==> src/rtl/chess_pkg.sv <==
// Shared piece encoding, colour helpers and controller state enum for the move request path.
package chess_pkg;

  localparam logic [3:0] W_KING   = 4'd0;
  localparam logic [3:0] W_QUEEN  = 4'd1;
  localparam logic [3:0] W_ROOK   = 4'd2;
  localparam logic [3:0] W_BISHOP = 4'd3;
  localparam logic [3:0] W_KNIGHT = 4'd4;
  localparam logic [3:0] W_PAWN   = 4'd5;
  localparam logic [3:0] B_KING   = 4'd6;
  localparam logic [3:0] B_QUEEN  = 4'd7;
  localparam logic [3:0] B_ROOK   = 4'd8;
  localparam logic [3:0] B_BISHOP = 4'd9;
  localparam logic [3:0] B_KNIGHT = 4'd10;
  localparam logic [3:0] B_PAWN   = 4'd11;
  localparam logic [3:0] EMPTY    = 4'd12;

  typedef enum logic [2:0] {
    IDLE,
    SRC_HELD,
    REQUEST,
    COMMIT_DST,
    COMMIT_SRC,
    REJECT
  } state_t;

  // Codes 12-15 all read as an empty square.
  function automatic logic is_white(input logic [3:0] piece);
    return piece <= W_PAWN;
  endfunction

  function automatic logic is_black(input logic [3:0] piece);
    return (piece >= B_KING) && (piece <= B_PAWN);
  endfunction

  function automatic logic is_empty(input logic [3:0] piece);
    return piece >= EMPTY;
  endfunction

endpackage

==> src/rtl/move_timeout_timer.sv <==
// Counts cycles while start is high; expired marks the last cycle of the TIMEOUT_CYC window.
module move_timeout_timer #(
  parameter int TIMEOUT_CYC = 64
) (
  input  logic clk,
  input  logic reset_n,
  input  logic start,
  input  logic clear,
  output logic expired
);

  localparam int W = $clog2(TIMEOUT_CYC + 1);

  logic [W-1:0] count;

  assign expired = start && (count == W'(TIMEOUT_CYC - 1));

  // NOTE: sequential state uses non-blocking assignments so every flop samples pre-edge values.
  always_ff @(posedge clk or negedge reset_n) begin
    if (!reset_n) begin
      count <= '0;
    end else if (clear) begin
      count <= '0;
    end else if (start && !expired) begin
      count <= count + W'(1);
    end
  end

endmodule

==> src/rtl/move_request_ctrl.sv <==
// Turns two cursor selects into a validator request and commits accepted moves to the board.
// Optional build macro: TURN_ENFORCE_EN (only side_to_move pieces selectable, side toggles per move).
module move_request_ctrl
  import chess_pkg::*;
#(
  parameter int TIMEOUT_CYC = 64
) (
  input  logic                  clk,
  input  logic                  reset_n,
  input  logic [2:0]            cursor_x,
  input  logic [2:0]            cursor_y,
  input  logic                  select,
  input  logic                  cancel,
  input  logic [7:0][7:0][3:0]  board_in,   // indexed board_in[x][y]
  output logic                  req_valid,
  output logic [2:0]            req_old_x,
  output logic [2:0]            req_old_y,
  output logic [2:0]            req_new_x,
  output logic [2:0]            req_new_y,
  output logic [3:0]            req_piece_type,
  input  logic                  resp_valid_move,
  input  logic                  resp_valid_output,
  output logic                  wr_en,
  output logic [2:0]            wr_x,
  output logic [2:0]            wr_y,
  output logic [3:0]            wr_data,
  output logic                  busy,
  output logic                  src_held,
  output logic                  side_to_move,
  output logic                  move_done,
  output logic                  move_rejected
);

  state_t     state, state_nxt;
  logic [2:0] src_x, src_y, dst_x, dst_y;
  logic [3:0] piece;
  logic       latch_src, latch_dst;
  logic       expired;
  logic [3:0] sel_piece;
  logic       selectable, own_colour, on_src;

  move_timeout_timer #(.TIMEOUT_CYC(TIMEOUT_CYC)) u_timer (
    .clk     (clk),
    .reset_n (reset_n),
    .start   (state == REQUEST),
    .clear   (state != REQUEST),
    .expired (expired)
  );

  assign sel_piece  = board_in[cursor_x][cursor_y];
  assign on_src     = (cursor_x == src_x) && (cursor_y == src_y);
  assign own_colour = !is_empty(sel_piece) && (is_white(sel_piece) == is_white(piece));

`ifdef TURN_ENFORCE_EN
  assign selectable = side_to_move ? is_black(sel_piece) : is_white(sel_piece);
`else
  assign selectable = !is_empty(sel_piece);
`endif

  // NOTE: defaults first so every path assigns every output and no latch is inferred.
  always_comb begin
    state_nxt = state;
    latch_src = 1'b0;
    latch_dst = 1'b0;
    unique case (state)
      IDLE: begin
        if (select && !cancel && selectable) begin
          latch_src = 1'b1;
          state_nxt = SRC_HELD;
        end
      end
      SRC_HELD: begin
        if (cancel) begin
          state_nxt = IDLE;
        end else if (select) begin
          if (on_src) begin
            state_nxt = IDLE;
          end else if (own_colour) begin
            latch_src = 1'b1;
          end else begin
            latch_dst = 1'b1;
            state_nxt = REQUEST;
          end
        end
      end
      REQUEST: begin
        // A verdict arriving on the final timeout cycle still wins.
        if (resp_valid_output) begin
          state_nxt = resp_valid_move ? COMMIT_DST : REJECT;
        end else if (expired) begin
          state_nxt = REJECT;
        end
      end
      COMMIT_DST: state_nxt = COMMIT_SRC;
      COMMIT_SRC: state_nxt = IDLE;
      REJECT:     state_nxt = IDLE;
      default:    state_nxt = IDLE;
    endcase
  end

  always_ff @(posedge clk or negedge reset_n) begin
    if (!reset_n) begin
      state <= IDLE;
      src_x <= '0;
      src_y <= '0;
      dst_x <= '0;
      dst_y <= '0;
      piece <= '0;
    end else begin
      state <= state_nxt;
      if (latch_src) begin
        src_x <= cursor_x;
        src_y <= cursor_y;
        piece <= sel_piece;
      end
      if (latch_dst) begin
        dst_x <= cursor_x;
        dst_y <= cursor_y;
      end
    end
  end

`ifdef TURN_ENFORCE_EN
  always_ff @(posedge clk or negedge reset_n) begin
    if (!reset_n) begin
      side_to_move <= 1'b0;
    end else if (state == COMMIT_SRC) begin
      side_to_move <= ~side_to_move;
    end
  end
`else
  assign side_to_move = 1'b0;
`endif

  assign req_valid      = (state == REQUEST);
  assign req_old_x      = src_x;
  assign req_old_y      = src_y;
  assign req_new_x      = dst_x;
  assign req_new_y      = dst_y;
  assign req_piece_type = piece;

  assign busy          = (state == REQUEST) || (state == COMMIT_DST) ||
                         (state == COMMIT_SRC) || (state == REJECT);
  assign src_held      = (state == SRC_HELD);
  assign move_done     = (state == COMMIT_SRC);
  assign move_rejected = (state == REJECT);

  always_comb begin
    wr_en   = 1'b0;
    wr_x    = '0;
    wr_y    = '0;
    wr_data = '0;
    if (state == COMMIT_DST) begin
      wr_en   = 1'b1;
      wr_x    = dst_x;
      wr_y    = dst_y;
      wr_data = piece;
    end else if (state == COMMIT_SRC) begin
      wr_en   = 1'b1;
      wr_x    = src_x;
      wr_y    = src_y;
      wr_data = EMPTY;
    end
  end

endmodule

==> config.mk <==
export PLATFORM = sky130hd
export DESIGN_NAME = move_request_ctrl
export DESIGN_NICKNAME = d
export VERILOG_FILES = /design/src/rtl/chess_pkg.sv /design/src/rtl/move_timeout_timer.sv /design/src/rtl/move_request_ctrl.sv
export SDC_FILE = /design/constraint.sdc
export NUM_CORES = 1
export LEC_CHECK = 0
export ABC_AREA = 1
export CORE_AREA = 3 3 115 117
export CTS_CLUSTER_DIAMETER = 40
export CTS_CLUSTER_SIZE = 28
export DETAILED_ROUTE_END_ITERATION = 10
export DIE_AREA = 0 0 118 120
export PLACE_DENSITY = 0.77
export SLEW_MARGIN = 20
export SYNTH_ARGS = -nofsm -noshare
export SYNTH_HDL_FRONTEND = slang
export SYNTH_SLANG_ARGS = --single-unit
export TNS_END_PERCENT = 30
==> constraint.sdc <==
create_clock -name clk -period 2.3 [get_ports clk]
set_input_delay 0.46 -clock clk [delete_from_list [all_inputs] [get_ports clk]]
set_output_delay 0.46 -clock clk [all_outputs]
set_load 0.05 [all_outputs]
* Word-level counts from Yosys, hierarchy flattened
Index checks and enable logic that the tools add are counted.
** Operators by class
- Magnitude comparators :: 5
- Reductions and logical operators :: 15
- Add/subtract/negate cells :: 1
- Eq/ne operators :: 14
- Multiplexer cells :: 34
** Operators with widths (count)
- 32-bit binary-select mux with 3-bit select :: 1
- 3-bit two-way mux :: 12
- 32-bit two-way mux :: 1
- 7-bit two-way mux :: 2
- 4-bit binary-select mux with 3-bit select :: 1
- 1-bit two-way mux :: 12
- 4-bit two-way mux :: 3
- 3-bit case mux with 4 select lines :: 1
- 4-bit by 3-bit less-or-equal comparator with 1-bit output, second input constant :: 2
- 3-bit by 4-bit less-than comparator with 1-bit output, second input constant :: 2
- 7-bit by 1-bit adder with 7-bit output, second input constant :: 1
- 7-bit by 6-bit equality test with 1-bit output, second input constant :: 1
- 3-bit by 2-bit equality test with 1-bit output, second input constant :: 2
- 3-bit equality test :: 2
- 3-bit equality test, second input constant :: 2
- 1-bit logical AND :: 6
- 3-bit != test, second input constant :: 2
- 4-bit >= comparator, second input constant :: 1
- 4-bit by 3-bit != test with 1-bit output, second input constant :: 1
- 4-bit AND reduction :: 1
- 3-bit by 1-bit equality test with 1-bit output, second input constant :: 1
- 1-bit zero test :: 3
- 3-bit zero test :: 1
- 1-bit logical OR :: 3
- 5 further kinds :: 5
** Storage, ports and cells
- Output and inout port bits :: 33
- Logic and storage cells :: 76
- Register bits after elaboration :: 26
- Input bits :: 268

* Longest topological paths before layout
- Depth in word-level cells :: 12
- Gate-level depth with buffers :: 21
- Depth with buffers taken out :: 18

* Modules after synthesis
Synthesis repeated with hierarchy kept, for this count alone.
** Second synthesis, totals
- Cells, all modules :: 795
- Area, all modules :: 4142.7 µm²
** Modules (own cells, without submodules)
- move_request_ctrl :: seq. area each 475.5 µm², times used 1, area an instance 3677.3 µm², cells each 726
- move_timeout_timer :: seq. area each 175.2 µm², times used 1, area an instance 465.4 µm², cells each 69

* Worst setup path before layout
Ideal clock, no wire load.
- Path kind :: register -> register
- Start :: register state[2]
- End :: register dst_x[0], in the netlist req_new_x[0]
- Buffers on the path :: 1
- Data required time :: 2.169 ns
- Stages on the path, launching flop included :: 8
- Setup slack :: -0.204 ns
- Clock period less this slack :: 2.504 ns
- Arrival :: 2.372 ns
- Setup time :: 0.131 ns
- Cell sequence :: dfrtp_1 > nor3_1 > nand2_1 > nor2_1 > nand4_1 > buf_2 > nand2_1 > o21ai_1
** Between the ends
- Word-level cells in the longest chain between the ends :: 2
** RTL lines
- start: declaration :: RTL line move_request_ctrl.sv:34 : state_t state, state_nxt;
- start signal: assignment :: RTL line move_request_ctrl.sv:110 : state <= state_nxt;
- 3-bit by 1-bit equality test with 1-bit output
- net src_held :: RTL line move_request_ctrl.sv:28 : output logic src_held,
- 1-bit two-way mux :: RTL line move_request_ctrl.sv:65 : unique case (state)
- end signal: assignment :: RTL line move_request_ctrl.sv:117 : dst_x <= cursor_x;
- end: declaration :: RTL line move_request_ctrl.sv:35 : logic [2:0] src_x, src_y, dst_x, dst_y;
The timed path passes the listed nets, and every way through them passes these cells.
A chain may end at the register's enable or synchronous reset.

* Final worst setup path
- Start :: input board_in[123] in the netlist's numbering
- End :: register src_y[1], in the netlist req_old_y[1]
** Between the ends
- Word-level cells in the longest chain between the ends :: 12
- Elaborated cells between the ends (all ways) :: 16
- Classes of those cells :: order compare: 2; eq/ne: 1; mux: 10; reduce/logical: 3
** RTL lines
- start: declaration :: RTL line move_request_ctrl.sv:14 : input logic [7:0][7:0][3:0] board_in,
- 32-bit binary-select mux with 3-bit select * :: RTL line move_request_ctrl.sv:50 : assign sel_piece = board_in[cursor_x][cursor_y];
- 32-bit two-way mux (not written as such) * :: RTL line move_request_ctrl.sv:50
- 4-bit binary-select mux with 3-bit select * :: RTL line move_request_ctrl.sv:50
- 4-bit two-way mux (not written as such) * :: RTL line move_request_ctrl.sv:50
- 4-bit by 3-bit less-or-equal comparator with 1-bit output / 4-bit >= comparator (equally long branches) :: RTL line chess_pkg.sv:29, chess_pkg.sv:37
- 1-bit equality test / 1-bit zero test (equally long branches) :: RTL line move_request_ctrl.sv:52, move_request_ctrl.sv:57
- 1-bit logical AND :: RTL line move_request_ctrl.sv:52 : assign own_colour = !is_empty(sel_piece) && (is_white(sel_piece) == is_white(piece));
- 1-bit two-way mux :: RTL line move_request_ctrl.sv:78 : end else if (own_colour) begin
- 1-bit two-way mux :: RTL line move_request_ctrl.sv:76 : if (on_src) begin
- 1-bit two-way mux :: RTL line move_request_ctrl.sv:75 : end else if (select) begin
- 1-bit two-way mux :: RTL line move_request_ctrl.sv:73 : if (cancel) begin
- 1-bit case mux with 2 select lines * :: RTL line move_request_ctrl.sv:65
- end signal: assignment :: RTL line move_request_ctrl.sv:113 : src_y <= cursor_y;
- end: declaration :: RTL line move_request_ctrl.sv:35
Mark *: on every way between the ends. The rest lies on a longest branch, timed or not. The select of a mux whose other input is x is not followed.

==> results.md <==
* Fraction of layout instances using a drive strength above 1 at 11.34%
* Clock Path Buffers at 2
* Core Region at 12470 um2
* Crit. End Element: flop
* Hold/Removal Path Class: flop to flop
* Chip Height at 120 um
* Actual transition at the worst max-transition pin at roughly 0.59 ns
* Nets at 1322
* TritonCTS clock tree: done
* Synth unique cells at 35
* Clock transition at the registers of the reported paths at around 0.060 ns
* Number of remaining DRC errors at 0
* Fin. Hold Viols at 0
* Io pins at ~300
* Vias in the first global route at 5931
* Primary FF master, synth: dfrtp_1
* Yosys top cell area share at a little over a quarter
* Hold EP: u_timer.count[6]$_DFFE_PN0P_
* CP arrival at around 2.4 ns
* DPL Wire Length at between 15000 and 20000 um
* Die Area at 14160 um2
* Synthesized area per cell at 5.276 um2
* Max incr delay on CP at 0.46 ns
* Antenna viol nets, final at 0
* Syn nets at between 1000 and 1500
* Final worst path period share at around 96%
* Final Setup Violations at 0
* # diodes at 0
* Post-synth top cells: nand2_1 (286), nand3_1 (185), nor2_1 (54)
* Hold_buf cts at 0
* Synth async-reset ratio at 100.0%
* Area leader, netlist: nand2_1
* Initial antenna violation count at 0
* R2R cell count at 12
* Count leader, synth: nand2_1
* Worst r2r src: u_timer.count[0]$_DFFE_PN0P_
* Area Growth Syn to Fin at 95.90%
* CP Cell Sequence: clkdlybuf4s50_1 > nand2_1 > nand3_1 > nand3_1 > nand2_1 > nand2_1 > nand3_1 > nand3_1 > nand2_2 > inv_2 > nand2_1 > nand2_1 > nand2_2 > nand3_2 > nand2_4 > buf_6 > nand3_1 > nand2_1
* Row count at 41
* Pre-CTS WS at -0.3426 ns
* Hold depth at 2
* Total gr overflow at 0
* Final Util at 62.76%
* CTS root buf: clkbuf_16
* Leakage power at ~3.5 nW
* Fillcell total at 1155
* Worst r2r dst: state[2]$_DFFE_PN0P_
* Die X at 118 um
* Critical Path Start Type: input pin
* Routed len/inst at between 15 and 20 um
* Routed vias at 6200
* First-pass GRT wire length at approximately 31000 um
* Register area share after synthesis at between 15 and 20%
* Seq cells post-synth at 26
* Hold slack at 0.5110 ns
* Post-route setup slack at around 0.09 ns
* Post-synth EDFFs at 0
* Worst-Skew Late Latency at approximately 0.26 ns
* Yosys warning total at 0
* CP max FO at 6
* CTS buffer count at 3
* H-tree depth reported by CTS at 1
* CP required at 2.50 ns
* Overall global routing resource usage at 26.56%
* I/O Buffers at 299
* Crit-path leading delay family: simple AND/OR/NAND/NOR gates
* Largest net degree at the start of global routing at 54
* Sink Count at 26
* Pre-Repair DR Iteration Count at 5
* Initial DRC count at between 300 and 400
* Status: completed
* Effective utilization at floorplan at about a third
* R2R Setup Slk at 0.32 ns
* DR vias/cell at a little over 5
* GP Congestion at just under 0.9
* Post-Synthesis Cells at approximately 760
* Synth area leaders: nand2_1 (27%), nand3_1 (23%), dfrtp_1 (16%)
* Crit path buffers/inverters at 3
* Power density over cell area at 535.7 nW/um2
* Slowest CP cell: clkdlybuf4s50_1
* Min Clock Period, post-route at approximately 2.2 ns
* Max-Cap Viols at 0
* Hold Crit Start: u_timer.count[6]$_DFFE_PN0P_
* F_max at roughly 0.45 GHz
* Worst VDD drop at around 0.00034 V
* Post-Syn Area at 3994 um2
* Clock Skews at around 0.0033 ns
* Slew HR at about three fifths
* Final WL at ~20000 um
* CP most frequent cell: nand2_1
* WS Path Type: input pin to flop
* Slew Viols, Final at 0
-- flip-flops by register name (all words and copies together) (netlist names) --
name and cells:
req_old_x 3, req_piece_type 4, u_timer.count 7, req_new_y 3
req_new_x 3, req_old_y 3, state 3
-- cells in the final DEF, fill, tap and decap left out, drive strengths merged, types with 2 or more instances in the layout --
cell	count
a211o	2
a21oi	6
a32o	2
buf	64
clkbuf	5
clkdlybuf4s50	278
clkinv	2
dfrtp	26
ha	3
inv	29
nand2	290
nand3	185
nand4	3
nor2	54
nor3	7
nor4	2
o21a	2
o21ai	53
o22ai	23
-- cell type report --
cell class	count	area [um2]	share of cell area, %
Multi-Input combinational cell	642	3105	39.69
Clock buffer	3	75.07	0.9595
Sequential cell	26	650.6	8.316
Inverter	31	123.9	1.583
Timing Repair Buffer	347	3654	46.70
Tap cell	172	215.2	2.751
-- through the flow --
step	setup TNS (ns)	area, um2	power, W	cells
final	0	7824	0.004191	1221
after global routing	-0.3538	7824	0.004439	1221
after CTS	0	7547	0.004078	1218
after detailed placement	-5.028	7442	0.003683	1214
after global placement	-4.554	7442	0.003660	1214
after floorplan	-0.08775	3999	0.002383	757
-- power breakdown --
group          internal [W]  switching [W]  total (W)  leakage (nW)
Clock              0.000230       0.000151   0.000382        0.0370
Combinational       0.00129        0.00168    0.00298          3.09
Sequential         0.000614       0.000218   0.000832         0.338
-- worst min-delay path, stage by stage, from the launching register on --
cell and delay (ns):
dfrtp_1 0.36, inv_1 0.07, nor3_1 0.05
-- kinds of logic after synthesis --
group / count (synthesis) / share of synthesized area [%]
and+or+nand+nor: 541 / 57.46
AOI/OAI and AO/OA: 94 / 13.47
buffers and inverters: 90 / 11.25
DFF: 26 / 16.29
adders and majority gates: 3 / 0.9399
other: 1 / 0.09389
xor gates and xnor gates: 1 / 0.2193
muxes: 1 / 0.2819
-- timing repair --
| item | CTS | global route |
|---|---|---|
| pin swaps | 0 | 14 |
| endpoints found under the setup margin | 10 | 11 |
| gates resized for setup | 2 | 57 |
| cloned | 1 | 2 |
| buffers inserted | 0 | 1 |
-- worst max path at each step --
| stage | start | to | slack (ns) | cells after the start |
|---|---|---|---|---|
| after floorplan | req_old_x[1]$_DFFE_PN0P_ | wr_x[1] | -0.02 | 2 |
| after global placement | cursor_x[2] | req_old_y[1]$_DFFE_PN0P_ | -0.29 | 17 |
| after detailed placement | cursor_x[2] | req_piece_type[0]$_DFFE_PN0P_ | -0.34 | 17 |
| after CTS | cursor_x[0] | req_piece_type[0]$_DFFE_PN0P_ | 0.07 | 20 |
| after global routing | board_in[123] | req_old_y[1]$_DFFE_PN0P_ | -0.06 | 18 |
| final | board_in[123] | req_old_y[1]$_DFFE_PN0P_ | 0.09 | 18 |
-- per-layer routing --
metal | track usage [%] | part of all wire, % | vias to the layer above
li1 | - | - | 3113
met1 | 32.06 | 39 | 2774
met2 | 48.01 | 50 | 271
met3 | 5.325 | 8.3 | 42
met4 | 7.179 | 2.7 | 0
met5 | 0 | 0 | -
(Power assumes the default switching activity.)
